### src/rtl/alu_pkg.sv
// Shared definitions for param_alu: opcodes, FSM states, comparison codes, flag bundle.
// The DIV state only exists when PARAM_ALU_DIV_EN is defined.
package alu_pkg;

    typedef enum logic [3:0] {
        OP_ADD  = 4'b0000,
        OP_SUB  = 4'b0001,
        OP_MUL  = 4'b0010,
        OP_DIV  = 4'b0011,
        OP_AND  = 4'b0100,
        OP_OR   = 4'b0101,
        OP_NAND = 4'b0110,
        OP_NOR  = 4'b0111,
        OP_XOR  = 4'b1000,
        OP_XNOR = 4'b1001,
        OP_EQ   = 4'b1010,
        OP_GT   = 4'b1011,
        OP_LT   = 4'b1100,
        OP_SHR  = 4'b1101,
        OP_SHL  = 4'b1110,
        OP_NOP  = 4'b1111
    } alu_op_e;

    typedef enum logic [1:0] {
        ST_IDLE = 2'd0,
`ifdef PARAM_ALU_DIV_EN
        ST_DIV  = 2'd1,
`endif
        ST_DONE = 2'd2
    } alu_state_e;

    localparam logic [1:0] CMP_EQ_CODE = 2'd1;
    localparam logic [1:0] CMP_GT_CODE = 2'd2;
    localparam logic [1:0] CMP_LT_CODE = 2'd3;

    typedef struct packed {
        logic arith;
        logic logic_f;
        logic cmp;
        logic shift;
        logic carry;
        logic err;
    } alu_flags_t;

endpackage

### src/rtl/alu_divider.sv
// Iterative restoring divider, one quotient bit per cycle over WIDTH cycles.
// Only compiled when PARAM_ALU_DIV_EN is defined.
`ifdef PARAM_ALU_DIV_EN
module alu_divider #(
    parameter int unsigned WIDTH = 16
) (
    input  logic             clk,
    input  logic             rst,
    input  logic             start,
    input  logic [WIDTH-1:0] dividend,
    input  logic [WIDTH-1:0] divisor,
    output logic             done,
    output logic [WIDTH-1:0] quotient
);

    localparam int unsigned CW = (WIDTH > 1) ? $clog2(WIDTH) : 1;

    logic             busy;
    logic [CW-1:0]    cnt;
    logic [WIDTH-1:0] rem;
    logic [WIDTH-1:0] quo;
    logic [WIDTH-1:0] dvs;
    logic [WIDTH:0]   shifted;
    logic             fits;
    logic [WIDTH-1:0] rem_next;

    // done and quotient reflect the step being applied this cycle, so the
    // final quotient can be captured on the same edge as the last iteration.
    always_comb begin
        shifted  = {rem, quo[WIDTH-1]};
        fits     = (shifted >= {1'b0, dvs});
        rem_next = fits ? WIDTH'(shifted - {1'b0, dvs}) : shifted[WIDTH-1:0];
        quotient = {quo[WIDTH-2:0], fits};
        done     = busy && (cnt == CW'(WIDTH - 1));
    end

    always_ff @(posedge clk or posedge rst) begin
        if (rst) begin
            busy <= 1'b0;
            cnt  <= '0;
            rem  <= '0;
            quo  <= '0;
            dvs  <= '0;
        end else if (start) begin
            busy <= 1'b1;
            cnt  <= '0;
            rem  <= '0;
            quo  <= dividend;
            dvs  <= divisor;
        end else if (busy) begin
            rem <= rem_next;
            quo <= quotient;
            cnt <= cnt + 1'b1;
            if (done) begin
                busy <= 1'b0;
            end
        end
    end

endmodule
`endif

### src/rtl/param_alu.sv
// Parameterised ALU with valid/ready handshake and registered result/flags.
// Define PARAM_ALU_DIV_EN to build in the iterative divider and DIV state.
module param_alu
    import alu_pkg::*;
#(
    parameter int unsigned WIDTH = 16
) (
    input  logic             clk,
    input  logic             rst,
    input  logic [WIDTH-1:0] A,
    input  logic [WIDTH-1:0] B,
    input  logic [3:0]       ALU_FUN,
    input  logic             in_valid,
    output logic             in_ready,
    output logic [WIDTH-1:0] ALU_OUT,
    output logic             out_valid,
    input  logic             out_ready,
    output logic             Arith_Flag,
    output logic             Logic_Flag,
    output logic             CMP_Flag,
    output logic             Shift_Flag,
    output logic             Carry_Flag,
    output logic             Err_Flag
);

    alu_state_e         state;
    alu_state_e         next_state;
    alu_op_e            op;
    logic               accept;
    logic [WIDTH-1:0]   res_c;
    alu_flags_t         flg_c;
    alu_flags_t         flg_q;
    logic [WIDTH:0]     sum;
    logic [2*WIDTH-1:0] prod;

    assign op     = alu_op_e'(ALU_FUN);
    assign accept = in_valid && in_ready;

`ifdef PARAM_ALU_DIV_EN
    logic             div_start;
    logic             div_done;
    logic [WIDTH-1:0] div_quo;

    assign div_start = accept && (op == OP_DIV) && (B != '0);

    alu_divider #(.WIDTH(WIDTH)) u_divider (
        .clk      (clk),
        .rst      (rst),
        .start    (div_start),
        .dividend (A),
        .divisor  (B),
        .done     (div_done),
        .quotient (div_quo)
    );
`endif

    always_comb begin
        res_c = '0;
        flg_c = '0;
        sum   = {1'b0, A} + {1'b0, B};
        prod  = {{WIDTH{1'b0}}, A} * {{WIDTH{1'b0}}, B};
        case (op)
            OP_ADD:  begin res_c = sum[WIDTH-1:0];  flg_c.arith = 1'b1; flg_c.carry = sum[WIDTH]; end
            OP_SUB:  begin res_c = A - B;           flg_c.arith = 1'b1; flg_c.carry = (A < B); end
            OP_MUL:  begin res_c = prod[WIDTH-1:0]; flg_c.arith = 1'b1; flg_c.carry = |prod[2*WIDTH-1:WIDTH]; end
            OP_DIV:  begin
                flg_c.arith = 1'b1;
                flg_c.err   = 1'b1;
`ifdef PARAM_ALU_DIV_EN
                // Only the divide-by-zero case completes here; B!=0 goes to the divider.
                res_c = '1;
`else
                res_c = '0;
`endif
            end
            OP_AND:  begin res_c = A & B;     flg_c.logic_f = 1'b1; end
            OP_OR:   begin res_c = A | B;     flg_c.logic_f = 1'b1; end
            OP_NAND: begin res_c = ~(A & B);  flg_c.logic_f = 1'b1; end
            OP_NOR:  begin res_c = ~(A | B);  flg_c.logic_f = 1'b1; end
            OP_XOR:  begin res_c = A ^ B;     flg_c.logic_f = 1'b1; end
            OP_XNOR: begin res_c = ~(A ^ B);  flg_c.logic_f = 1'b1; end
            OP_EQ:   begin res_c = (A == B) ? WIDTH'(CMP_EQ_CODE) : '0; flg_c.cmp = 1'b1; end
            OP_GT:   begin res_c = (A > B)  ? WIDTH'(CMP_GT_CODE) : '0; flg_c.cmp = 1'b1; end
            OP_LT:   begin res_c = (A < B)  ? WIDTH'(CMP_LT_CODE) : '0; flg_c.cmp = 1'b1; end
            OP_SHR:  begin res_c = A >> 1;    flg_c.shift = 1'b1; end
            OP_SHL:  begin res_c = A << 1;    flg_c.shift = 1'b1; end
            default: ;
        endcase
    end

    always_ff @(posedge clk or posedge rst) begin
        if (rst) begin
            state <= ST_IDLE;
        end else begin
            state <= next_state;
        end
    end

    always_comb begin
        next_state = state;
        case (state)
            ST_IDLE: begin
                if (accept) begin
`ifdef PARAM_ALU_DIV_EN
                    next_state = div_start ? ST_DIV : ST_DONE;
`else
                    next_state = ST_DONE;
`endif
                end
            end
`ifdef PARAM_ALU_DIV_EN
            ST_DIV:  if (div_done) next_state = ST_DONE;
`endif
            ST_DONE: if (out_ready) next_state = ST_IDLE;
            default: next_state = ST_IDLE;
        endcase
    end

    // rst gates in_ready so nothing is offered while reset is held.
    always_comb begin
        in_ready  = (state == ST_IDLE) && !rst;
        out_valid = (state == ST_DONE);
    end

    always_ff @(posedge clk or posedge rst) begin
        if (rst) begin
            ALU_OUT <= '0;
            flg_q   <= '0;
`ifdef PARAM_ALU_DIV_EN
        end else if (accept && !div_start) begin
            ALU_OUT <= res_c;
            flg_q   <= flg_c;
        end else if (div_done) begin
            ALU_OUT <= div_quo;
            flg_q   <= alu_flags_t'{arith: 1'b1, default: 1'b0};
`else
        end else if (accept) begin
            ALU_OUT <= res_c;
            flg_q   <= flg_c;
`endif
        end
    end

    assign Arith_Flag = flg_q.arith;
    assign Logic_Flag = flg_q.logic_f;
    assign CMP_Flag   = flg_q.cmp;
    assign Shift_Flag = flg_q.shift;
    assign Carry_Flag = flg_q.carry;
    assign Err_Flag   = flg_q.err;

endmodule
### config.mk
export PLATFORM = sky130hd
export DESIGN_NAME = param_alu
export DESIGN_NICKNAME = d
export VERILOG_FILES = /design/src/rtl/alu_pkg.sv /design/src/rtl/alu_divider.sv /design/src/rtl/param_alu.sv
export SDC_FILE = /design/constraint.sdc
export NUM_CORES = 1
export LEC_CHECK = 0
export ABC_CLOCK_PERIOD_IN_PS = 1600
export CORE_ASPECT_RATIO = 1.2
export CORE_MARGIN = 3
export CORE_UTILIZATION = 35
export DETAILED_ROUTE_END_ITERATION = 10
export SYNTH_ARGS = -nofsm -noshare
export SYNTH_HDL_FRONTEND = slang
export SYNTH_HIERARCHICAL = 1
export SYNTH_SLANG_ARGS = --single-unit
### constraint.sdc
create_clock -name clk -period 1.6 [get_ports clk]
set_input_delay 0.32 -clock clk [delete_from_list [all_inputs] [get_ports clk]]
set_output_delay 0.32 -clock clk [all_outputs]
set_load 0.01 [all_outputs]
==> reports/qor.csv <==
metric,value,unit
max_stage_delay,0.61,ns
final_util,55.4,%
diodes,0,
io_buffers,63,
setup_viol,17,
rrSetupSlack,0.09,ns
ys_seq_area_share,4.67,%
syn_area_per_cell,8.03,um2
violations,negative setup slack,
yosysUniqueCellTypes,84,
viasPerCell,5.30,
cts_sinks,23,
drc,0,
wl_per_cell,19.9,um
grt_pass1_wl,75700,um
cp.required,1.77,ns
critPathBufInv,7,
clkTransAtPathRegs,0.08,ns
fin_skew,0.00555,ns
ctsHoldBuffers,0,
initial_core_util,35.9,%
cts_tree,done,
grt_remaining_overflow,0,
die_width,177,um
layout-drive-gt1-share,39.2,%
hp-class,input pin to async pin,
gp_congestion,0.951,
clk_path_buf_depth,2,
netlist_area,12300,um2
startpoint_type,input pin,
gr-usage-all-layers,25.8,%
clock_latency,0.27,ns
synth_top_flop_cell,dfrtp_1,
drt-total-wl,48800,um
cp-end-kind,flop,
crit_start,A[2],
h-tree-depth,1,
dr.pass1.iters,6,
ant_nets,0,
dp_hpwl,39500,um
core-area,34400,um2
n_fill_cell,3029,
rr_startpoint,state[1]$_DFFE_PP0P_,
layout_min_cycle_time,6.20,ns
crit_path_cell_trace,"buf_2, buf_12, buf_6, buf_4, nand2_1, fa_1, fa_1, fa_1, fa_2, fa_2, fa_1, inv_1, ha_4, and3_4, nand3_4, nor4bb_2, buf_4, nor4_1, o31a_1, a2bb2oi_1, nand4_1, o41ai_4, buf_4, a21oi_2",
worstSetupEndpoint,Carry_Flag$_DFFE_PP0P_,
grt_pass1_vias,13700,
grt_max_degree,24,
syn_nets,1923,
timing.final.crit_share,387,%
path_depth,24,
r2r_cells,6,
synthArstFlopShare,100,%
die_area,37500,um2
synthCells,1535,
num_io_pins,64,
slew_headroom,64.7,%
synth_edf_count,0,
ys_ff_latch,23,
drtIter0Drc,788,
cp.arrival,6.37,ns
finalMaxSlewViolations,0,
cts_root_buffer,clkbuf_16,
clock.fmax,161,MHz
num_vias,13000,
path_delay_family,adder cells,
row_count,74,
multi_input_area,11800,um2
numCtsBuffers,3,
slowest_stage,fa_2,
worstSetupPathType,input pin to flop,
final_hold_viol_count,0,
final.setup.worst_slack,-4.60,ns
ys_warn_count,6,
fp.dieH,212,um
status,finished with violations,
worst_pin_slew,0.525,ns
hold_slack,0.142,ns
rsz0062_at_grt,yes,
cpMostUsedCell,fa_1,
final_nets,2389,
area_growth,54.4,%
path_max_fanout,5,
worstReg2RegEnd,ALU_OUT[1]$_DFFE_PP0P_,
drv_cap,0,
antenna_found_initial,0,
ff_latch_area,576,um2
-- cell families after synthesis --
kind of cell / after synthesis / share of synthesized area (%)
simple gates: 467 / 16.2
fa+ha+maj: 348 / 47.3
flops: 23 / 4.67
xor+xnor: 38 / 2.70
buf+inv: 347 / 11.1
mux: 10 / 0.823
compound gates: 302 / 17.2
-- layout make-up --
cell class                      instances  share of cell area (%)
Multi-Input combinational cell       1165                    62.2
Tap cell                              456                    3.00
Clock buffer                            3                   0.395
Clock inverter                          1                  0.0395
Sequential cell                        23                    3.02
Timing Repair Buffer                  543                    25.4
Inverter                              265                    5.89
-- cells in the final DEF, fill, tap and decap left out, types with 37 or more instances in the layout --
master	n
buf_4	395
fa_1	181
inv_1	204
nor2_1	128
ha_4	46
buf_6	58
nand2_1	179
ha_1	103
o21ai_0	37
a21oi_1	49
-- cell usage after synthesis (7+ instances only) --
master,count,area (um2)
nor2_1,165,619
o211ai_1,10,75.1
o21ai_1,12,60.1
mux2i_1,9,90.1
clkbuf_1,66,248
nand3_1,16,80.1
ha_1,152,1900
xor2_1,11,96.3
xnor2_1,27,236
a221o_1,9,90.1
nor4_1,9,56.3
a221oi_1,10,87.6
o221ai_1,10,87.6
nand2b_1,10,62.6
nor2b_1,7,43.8
nand2_1,203,762
dfrtp_1,23,576
or3_1,7,43.8
o21ai_0,47,235
nor3_1,18,90.1
o21a_1,9,67.6
buf_2,8,40.0
clkinv_1,12,45.0
o22ai_1,13,81.3
inv_2,8,30.0
a21oi_1,63,315
a211oi_1,14,105
fa_1,196,3920
o21bai_1,9,67.6
a21o_1,16,120
a22oi_1,15,113
inv_1,245,920
-- tightest hold or removal path: cells and delay by family --
kind,cells,cell delay (ns)
buffers and inverters,3,0.49
-- per-stage QoR --
stage                     setup TNS [ns]  area, um2  worst slack (ns)  instances
after floorplan                   -40.52      12900             -4.29       1535
after global placement            -62.79      16700             -5.44       2366
after global routing              -50.91      19000             -4.81       2456
after CTS                         -49.73      18600             -4.68       2453
final                             -48.88      19000             -4.60       2456
after detailed placement          -63.45      16700             -5.48       2366
-- sequential cells by signal, summed over array words and instances, names as in the netlist --
register,cells
Logic_Flag,1
Shift_Flag,1
state,1
CMP_Flag,1
Err_Flag,1
Carry_Flag,1
ALU_OUT,16
Arith_Flag,1
-- worst min path at each step --
stage,to,slack (ns)
finish,ALU_OUT[12]$_DFFE_PP0P_,0.14
floorplan,ALU_OUT[0]$_DFFE_PP0P_,0.32
global placement,CMP_Flag$_DFFE_PP0P_,0.47
CTS,ALU_OUT[12]$_DFFE_PP0P_,0.44
detailed placement,ALU_OUT[0]$_DFFE_PP0P_,0.47
global route,state[1]$_DFFE_PP0P_,0.20
-- timing repair --
action	in CTS	in global routing
endpoints found under the setup margin	20	22
pin swaps	160	71
gates cloned	7	0
setup buffers	79	13
resized for setup	322	126
-- per-layer routing --
layer,global-route usage [%],vias up,routed length (um)
met1,31.8,6385,18700
li1,-,5969,-
met4,13.3,0,3380
met3,2.01,160,2570
met2,45.2,492,24200
met5,0,-,0
Power is not shown: default switching activity piles up to over one toggle a cycle in this logic, so the estimate is an artifact.
==> RTL edit, RTL diff (same flow settings) <==
`WIDTH`: 16 -> 12.
--- a/src/rtl/param_alu.sv
+++ b/src/rtl/param_alu.sv
@@ -3,7 +3,7 @@
 module param_alu
     import alu_pkg::*;
 #(
-    parameter int unsigned WIDTH = 16
+    parameter int unsigned WIDTH = 12
 ) (
     input  logic             clk,
     input  logic             rst,
Ports: changed (resized A, ALU_OUT and B); port bits go from 64 to 52. The function was not compared with the original's and may differ.
==> RTL edit against the original RTL <==
The flow still finishes with violations (negative setup slack); synthesized cell count shrank 37%; sequential cell count shrank 4; final area shrank 35%; count of clock-buffer cells in the layout is the same; maximum frequency grew 26%; worst setup slack gained 1.3 ns; area after synthesis shrank 38%; wire length shrank 41%; via count shrank 37%; critical path type unchanged; critical endpoint unchanged; largest cell class unchanged.
==> RTL edit: results (changes against the original RTL) <==
Largest register FFs=12 (-4); CP top delay family=adder cells; DR vias/cell=5.22 (-1.4%); initial drt markers=517 (-34%); Max clock buf depth=2 (unchanged); final setup violation count=14 (-3); gr usage total=24.6% (-1.2 points); Port Buf Inserts=51 (-19%); vias in the first global route=8506 (-38%); maximum VDD drop=~1.8 mV; sequential share of the synthesized area=6.26% (+1.6 points); setup ws final=-3.33 ns (+1.27 ns); HPWL after DPL=23300 um (-41%); DR pass1 iterations=6 (unchanged); synth top area cells=fa_1 27%, ha_1 16%, inv_1 7.6%; total CTS buffers=3 (unchanged); status=finished, violations left; Placed Instance Area=10900 um^2 (-35%); asr flop ratio synth=100% (unchanged); first-pass GRT wire length=45900 um (-39%); Setup TNS Final=-26.21 ns (+22.67 ns); skew final=0.0120 ns (+0.00641 ns); nets@finish=1530 (-36%); syn_nets=1198 (-38%); layout cells sized above 1=41.1% (+1.9 points); worst-margin pin slew=0.564 ns (+0.0384 ns); Critical Path AT=5.08 ns (-1.29 ns); RePlAce Congestion=0.942 (-1.0%); failing checks=negative setup slack; count of unique library cells instantiated by Yosys=67 (-20%); CP max-delay cell=fa_2; drt total wl=28900 um (-41%); Commonest cells post-synth=153 x inv_1, 139 x nand2_1, 102 x fa_1, 98 x ha_1, 96 x nor2_1
-- RTL edit: timing repair --
action / in CTS / in global routing
setup endpoints to repair: 16 / 19
pin swaps: 127 / 55
setup buffers: 38 / 7
cloned: 4 / 0
gates resized for setup: 275 / 52
-- RTL edit: through the flow --
| step | hold slack [ns] | worst slack [ns] | cells |
|---|---|---|---|
| 6_report | 0.157 | -3.33 | 1567 |
| 5_1_grt | 0.190 | -3.47 | 1567 |
| 4_1_cts | 0.462 | -3.32 | 1562 |
| 3_5_place_dp | 0.465 | -4.21 | 1522 |
| 3_3_place_gp | 0.454 | -4.07 | 1522 |
| 2_1_floorplan | 0.271 | -3.26 | 966 |
-- RTL edit: kinds of logic after synthesis --
group,count (synthesis),synth area share [%]
buffers and inverters,199,9.93
AND/OR/NAND/NOR,303,17.1
flip-flops,19,6.26
multiplexers,10,1.33
adder cells (fa/ha/maj),200,43.0
XOR/XNOR,29,3.34
AO/OA/AOI/OAI,206,18.9
-- RTL edit: routing by layer --
layer / track usage (%) / wire length [um] / part of all wire (%) / vias to the layer above
met1: 32.4 / 12100 / 42 / 3994
li1: - / - / - / 3871
met3: 1.91 / 1280 / 4.4 / 65
met2: 42.7 / 14500 / 50 / 254
met5: 0 / 0 / 0 / -
met4: 7.75 / 1010 / 3.5 / 0
-- RTL edit: final cells by class --
type / instances / area, um^2
clock inverter: 1 / 5.00
inverter: 158 / 642
sequential: 19 / 475
fill: 1848 / 8830
timing repair buffer: 368 / 3390
tap: 270 / 338
clock buffer: 3 / 75.1
multi-input combinational: 748 / 7360
-- RTL edit: path summary, 6_finish.rpt --
| check | start | to | slack, ns | depth (start not counted) |
|---|---|---|---|---|
| min in group clk | Shift_Flag$_DFFE_PP0P_ | Shift_Flag$_DFFE_PP0P_ | 0.47 | 2 |
| setup reg to reg | state[1]$_DFFE_PP0P_ | ALU_OUT[9]$_DFFE_PP0P_ | -0.60 | 9 |
| hold reg to reg | Shift_Flag$_DFFE_PP0P_ | Shift_Flag$_DFFE_PP0P_ | 0.47 | 2 |
| hold / removal | rst | ALU_OUT[8]$_DFFE_PP0P_ | 0.16 | 3 |
| setup / recovery | B[3] | Carry_Flag$_DFFE_PP0P_ | -3.33 | 20 |
| max in group asynchronous | rst | Shift_Flag$_DFFE_PP0P_ | 1.19 | 3 |
-- RTL edit: where the power goes --
part | total, uW | internal, uW | switching [uW]
registers | 644 | 579 | 65.1
clock network | 562 | 337 | 225
logic | 17900 | 9050 | 8870
-- RTL edit: worst register-to-register path, cell delays in order, from the launching register on --
cell,delay (ns)
dfrtp_1,0.39
nor2_2,0.14
nand2_1,0.24
buf_4,0.23
a32oi_1,0.14
o211ai_1,0.12
a221oi_1,0.39
o21ai_4,0.14
nor3b_1,0.20
a211oi_1,0.11
